[config.mk]
export PLATFORM = sky130hd
export DESIGN_NAME = pipelined_addsub_flat
export DESIGN_NICKNAME = d
export VERILOG_FILES = /design/src/rtl/addsub_pkg.sv /design/src/rtl/pipelined_addsub_if.sv /design/src/rtl/carry_slice.sv /design/src/rtl/pipelined_addsub.sv /design/src/flat_wrapper.sv
export SDC_FILE = /design/constraint.sdc
export NUM_CORES = 1
export LEC_CHECK = 0
export ABC_AREA = 1
export CORE_MARGIN = 1
export CORE_UTILIZATION = 58
export CTS_CLUSTER_SIZE = 24
export DETAILED_ROUTE_END_ITERATION = 8
export PLACE_DENSITY_LB_ADDON = 0.05
export SYNTH_ARGS = -nofsm -noshare
export SYNTH_HDL_FRONTEND = slang
export SYNTH_SLANG_ARGS = --single-unit
export TNS_END_PERCENT = 5
[constraint.sdc]
create_clock -name clk -period 4.85 [get_ports clk]
set_input_delay 0.97 -clock clk [delete_from_list [all_inputs] [get_ports clk]]
set_output_delay 0.97 -clock clk [all_outputs]
set_load 0.005 [all_outputs]
[src/rtl/addsub_pkg.sv]
// addsub_pkg: mode encoding and default sizing shared by the pipelined adder/subtractor
package addsub_pkg;
  typedef enum logic {ADD = 1'b0, SUB = 1'b1} mode_e;
  localparam int DEF_WIDTH = 16;
  localparam int DEF_STAGES = 4;
endpackage

[src/rtl/pipelined_addsub_if.sv]
// pipelined_addsub_if: operand/result handshake bundle for pipelined_addsub
interface pipelined_addsub_if import addsub_pkg::*; #(parameter int WIDTH = DEF_WIDTH);
  logic in_valid, in_ready, Cin, Sub, out_valid, out_ready, Cout, Ovf, Zero;
  logic [WIDTH-1:0] A, B, S;
  modport master(output in_valid, A, B, Cin, Sub, out_ready,
                 input in_ready, out_valid, S, Cout, Ovf, Zero);
  modport slave(input in_valid, A, B, Cin, Sub, out_ready,
                output in_ready, out_valid, S, Cout, Ovf, Zero);
endinterface

[src/rtl/carry_slice.sv]
// carry_slice: N-bit ripple-carry adder chunk used by each pipeline stage
module carry_slice #(parameter int N = 4) (
  input  logic [N-1:0] X,
  input  logic [N-1:0] Y,
  input  logic         Cin,
  output logic [N-1:0] Sum,
  output logic         Cout
);
  logic [N:0] c;
  always_comb begin
    c = '0;
    Sum = '0;
    c[0] = Cin;
    for (int i = 0; i < N; i++) begin
      Sum[i] = X[i] ^ Y[i] ^ c[i];
      c[i+1] = (X[i] & Y[i]) | (c[i] & (X[i] ^ Y[i]));
    end
    Cout = c[N];
  end
endmodule

[src/rtl/pipelined_addsub.sv]
// pipelined_addsub: chunked ripple-carry add/sub, one CHUNK per stage, valid/ready flow control
module pipelined_addsub import addsub_pkg::*; #(
  parameter int WIDTH  = DEF_WIDTH,
  parameter int STAGES = DEF_STAGES
) (
  input logic clk,
  input logic rst,
  pipelined_addsub_if.slave io
);
  localparam int CHUNK = WIDTH / STAGES;
  localparam int L = STAGES - 1;
  logic adv, ovf_q, zero_q;
  logic [STAGES-1:0] vld, c_q, c_in, co;
  logic [WIDTH-1:0] a_q [STAGES], b_q [STAGES], s_q [STAGES];
  logic [WIDTH-1:0] a_in [STAGES], b_in [STAGES], s_in [STAGES], s_nx [STAGES];
  logic [CHUNK-1:0] sc [STAGES];
  assign adv = !vld[L] || io.out_ready;
  assign io.in_ready = adv;
  assign io.out_valid = vld[L];
  assign io.S = s_q[L];
  assign io.Cout = c_q[L];
  assign io.Ovf = ovf_q;
  assign io.Zero = zero_q;
  // stage k sees the operands, partial sum and carry left by stage k-1; stage 0 sees the inputs
  always_comb begin
    c_in = (c_q << 1) | STAGES'(io.Cin);
    a_in[0] = io.A;
    b_in[0] = (mode_e'(io.Sub) == SUB) ? ~io.B : io.B;
    s_in[0] = '0;
    for (int k = 1; k < STAGES; k++) begin
      a_in[k] = a_q[k-1];
      b_in[k] = b_q[k-1];
      s_in[k] = s_q[k-1];
    end
  end
  always_comb begin
    for (int k = 0; k < STAGES; k++) begin
      s_nx[k] = s_in[k];
      s_nx[k][k*CHUNK +: CHUNK] = sc[k];
    end
  end
  for (genvar k = 0; k < STAGES; k++) begin : g
    carry_slice #(.N(CHUNK)) u_slice (
      .X(a_in[k][k*CHUNK +: CHUNK]),
      .Y(b_in[k][k*CHUNK +: CHUNK]),
      .Cin(c_in[k]),
      .Sum(sc[k]),
      .Cout(co[k])
    );
  end
  always_ff @(posedge clk) begin
    if (rst) begin
      vld <= '0;
      c_q <= '0;
      ovf_q <= 1'b0;
      zero_q <= 1'b0;
      for (int k = 0; k < STAGES; k++) s_q[k] <= '0;
    end else if (adv) begin
      vld <= (vld << 1) | STAGES'(io.in_valid);
      c_q <= co;
      ovf_q <= (a_in[L][WIDTH-1] == b_in[L][WIDTH-1]) && (s_nx[L][WIDTH-1] != a_in[L][WIDTH-1]);
      zero_q <= s_nx[L] == '0;
      for (int k = 0; k < STAGES; k++) begin
        a_q[k] <= a_in[k];
        b_q[k] <= b_in[k];
        s_q[k] <= s_nx[k];
      end
    end
  end
endmodule

[src/flat_wrapper.sv]
// flat-port wrapper written by rule: the top's interface ports become plain ports
module pipelined_addsub_flat import addsub_pkg::*;
#(
  parameter int WIDTH  = DEF_WIDTH,
  parameter int STAGES = DEF_STAGES
)
  (clk, rst, io_in_valid, io_A, io_B, io_Cin, io_Sub, io_out_ready, io_in_ready, io_out_valid, io_S, io_Cout, io_Ovf, io_Zero);
  pipelined_addsub_if #(.WIDTH(WIDTH)) io_i ();
  input logic clk;
  input logic rst;
  input wire logic [$bits(io_i.in_valid)-1:0] io_in_valid;
  input wire logic [$bits(io_i.A)-1:0] io_A;
  input wire logic [$bits(io_i.B)-1:0] io_B;
  input wire logic [$bits(io_i.Cin)-1:0] io_Cin;
  input wire logic [$bits(io_i.Sub)-1:0] io_Sub;
  input wire logic [$bits(io_i.out_ready)-1:0] io_out_ready;
  output wire logic [$bits(io_i.in_ready)-1:0] io_in_ready;
  output wire logic [$bits(io_i.out_valid)-1:0] io_out_valid;
  output wire logic [$bits(io_i.S)-1:0] io_S;
  output wire logic [$bits(io_i.Cout)-1:0] io_Cout;
  output wire logic [$bits(io_i.Ovf)-1:0] io_Ovf;
  output wire logic [$bits(io_i.Zero)-1:0] io_Zero;
  assign io_i.in_valid = io_in_valid;
  assign io_i.A = io_A;
  assign io_i.B = io_B;
  assign io_i.Cin = io_Cin;
  assign io_i.Sub = io_Sub;
  assign io_i.out_ready = io_out_ready;
  assign io_in_ready = io_i.in_ready;
  assign io_out_valid = io_i.out_valid;
  assign io_S = io_i.S;
  assign io_Cout = io_i.Cout;
  assign io_Ovf = io_i.Ovf;
  assign io_Zero = io_i.Zero;
  pipelined_addsub #(.WIDTH(WIDTH), .STAGES(STAGES)) u_core (.clk(clk), .rst(rst), .io(io_i));
endmodule
==> impl_metrics.json <==
{
  "outcome": "finished clean",
  "synth_edf_count": 88,
  "cts_hold_buffers": 0,
  "cts_resized": 0,
  "die_area_mm2": 0.00726,
  "clkTransAtPathRegs_ns": 0.09,
  "rsz0062_at_grt": "no",
  "grtUsageTotal_pct": 16.1,
  "slew_headroom_pct": 42.6,
  "ios": 59,
  "irDropWorstVdd_mv": 0.232,
  "critical_path.max_stage_delay_ns": 0.54,
  "place_congestion": 0.720,
  "cts_setup_buffers": 0,
  "finalSetupTns_ns": 0,
  "ys_seq_elements": 98,
  "critPathSlowestCell": "clkdlybuf4s50_1",
  "max_freq_mhz": 316,
  "synth_area_leaders": "edfxtp_1, fa_1, inv_1",
  "pwr_density_cell_mw_per_mm2": 360,
  "yosysTopAreaCellShare_pct": 65.8,
  "final_cells": 427,
  "path_class": "input port to register",
  "cp_top_family": "buffers and inverters",
  "diodes": 0,
  "drc": 0,
  "synth_area_per_cell_um2": 14.3,
  "ant_nets": 0,
  "synth_top_flop_cell": "edfxtp_1",
  "drive_above_1_share_pct": 9.43,
  "leakage_nw": 1.96,
  "tightest_slew_ns": 0.859,
  "hold_class": "register to register",
  "routed-wl-met2_um": 2610,
  "clock_path_buffers": 2,
  "first_iter_violations": 136,
  "viasPerCell": 4.64,
  "fin_crit_ns": 3.17,
  "overflow": 0,
  "syn_to_final_growth_pct": 20.1,
  "endpoint_kind": "register",
  "setup_viol": 0,
  "cts.sinks": 98,
  "die_w_um": 85.2,
  "grt_pass1_wl_um": 8630,
  "crit_chain": "clkdlybuf4s50_1 > buf_4 > xor2_1 > fa_1 > inv_1 > fa_1 > inv_1 > fa_1 > inv_1 > nor2_2",
  "vias": 1980,
  "async_flop_share_pct": 0,
  "synth_seq_area_share_pct": 70.8,
  "dr.max_layer_used": "met4",
  "port_buffers": 58,
  "syn_nets": 336,
  "hold_viol": 0,
  "start_kind": "input port",
  "final_util_pct": 73.8,
  "timing.final.crit_share_pct": 65.3,
  "layout.nets": 400,
  "ctsRootBufferMaster": "clkbuf_8",
  "grt_start_max_net_pins": 53,
  "critPathArrivalTime_ns": 3.26,
  "insertion_delay_ns": 0.35,
  "antenna_found_initial": 0,
  "drt-met1-wl_um": 2190,
  "drt_pre_antenna_iters": 4,
  "cts_buffers": 9,
  "wl_per_cell_um": 12.0,
  "drv_cap": 0,
  "syn_area_mm2": 0.00401,
  "grt_pass1_vias": 2007,
  "critPathRequiredTime_ns": 4.95,
  "path_buf_inv": 5,
  "cts_tree": "built",
  "ys_warn_count": 0,
  "yosys.area.top_type": "edfxtp_1",
  "wirelength_um": 5110,
  "met3_length_um": 214,
  "synth.distinct_cells": 23,
  "numPlacedInstances": 411,
  "start_util_pct": 61.5,
  "dp.final_hpwl_um": 3510,
  "worstPathMaxFanout": 15,
  "drv_slew": 0,
  "die_h_um": 85.2,
  "cts.htree.levels": 3,
  "rows": 29,
  "worst_clock_skew_ns": 0.0111,
  "core_mm2": 0.00653,
  "synthCells": 281
}
worst paths after layout:
path | slack [ns] | start | depth (start not counted) | endpoint
hold reg to reg | 0.41 | u_core.a_q[0][10] | 0 | u_core.a_q[1][10]
setup reg to reg | 2.24 | u_core.b_q[2][12] | 13 | u_core.io.Zero
setup / recovery | 1.68 | io_Sub | 10 | u_core.s_q[0][3]
hold / removal | 0.41 | u_core.a_q[0][10] | 0 | u_core.a_q[1][10]
synthesized netlist by cell type (all sizes together), types with 2 or more instances:
cell type  instances
o21ai              3
fa                16
edfxtp            88
a21oi              2
nor2              50
o22ai              3
dfxtp             10
xor2              14
nand2             17
buf                6
inv               67
xnor2              2
worst register-to-register path, cell delays in order, from the launching register on:
cell      delay [ns]
edfxtp_1        0.37
inv_1           0.08
fa_1            0.20
inv_1           0.07
fa_1            0.44
fa_1            0.42
inv_1           0.10
fa_1            0.46
nand2_1         0.10
inv_1           0.04
nand2_1         0.06
nor2_1          0.05
nand3_1         0.07
nand2_1         0.05
layout by cell type (no fill, tap or decap), drive strengths merged, types with 3 or more instances in the layout:
cell           count
o22ai              3
inv               68
edfxtp            88
nor2              50
clkinv             4
clkdlybuf4s50     58
fa                16
dfxtp             10
clkbuf            10
xor2              14
o21ai              3
nand2             17
sequential cells by signal, summed over array words and instances, names as in the netlist:
name / flops
u_core.b_q: 24
u_core.s_q: 40
u_core.c_q: 4
u_core.a_q: 24
u_core.io.Zero: 1
u_core.io.Ovf: 1
u_core.vld: 4
kinds of logic (layout without fill, tap and decap cells):
logic type,Yosys count,in the layout,synth area share (%)
buffers and inverters,73,142,8.10
xor gates and xnor gates,16,16,3.49
adders and majority gates,17,17,8.29
and+or+nand+nor,68,68,7.79
DFF,98,98,70.8
AOI/OAI and AO/OA,9,9,1.50
where the power goes:
part	total, mW	leakage, nW	internal (mW)	switching, mW
Clock	0.511	0.0983	0.240	0.271
Combinational	0.198	0.831	0.101	0.0963
Sequential	1.03	1.03	1.00	0.0236
layout make-up:
| class | instances | area (µm²) |
|---|---|---|
| clock buffers | 10 | 128 |
| clock inverters | 6 | 65.1 |
| fillers | 453 | 1710 |
| inverters | 67 | 254 |
| multi-input cells | 110 | 846 |
| flip-flops and latches | 98 | 2840 |
| well taps | 77 | 96.3 |
| repair buffers | 59 | 588 |
layer usage:
layer | up-vias | GRT usage (%)
met5 | - | 0
met4 | 0 | 8.32
met3 | 11 | 4.28
met2 | 53 | 27.7
met1 | 909 | 18.6
li1 | 1007 | -
per-stage QoR:
step	instance area, µm²	power [mW]	setup WS (ns)	hold WS (ns)
after global routing	4820	1.82	1.57	0.430
after detailed placement	4630	1.25	1.26	0.405
after global placement	4630	1.24	1.34	0.401
after CTS	4820	1.75	1.64	0.411
final	4820	1.73	1.68	0.410
after floorplan	4010	1.16	1.73	0.400
(Power assumes the default switching activity.)
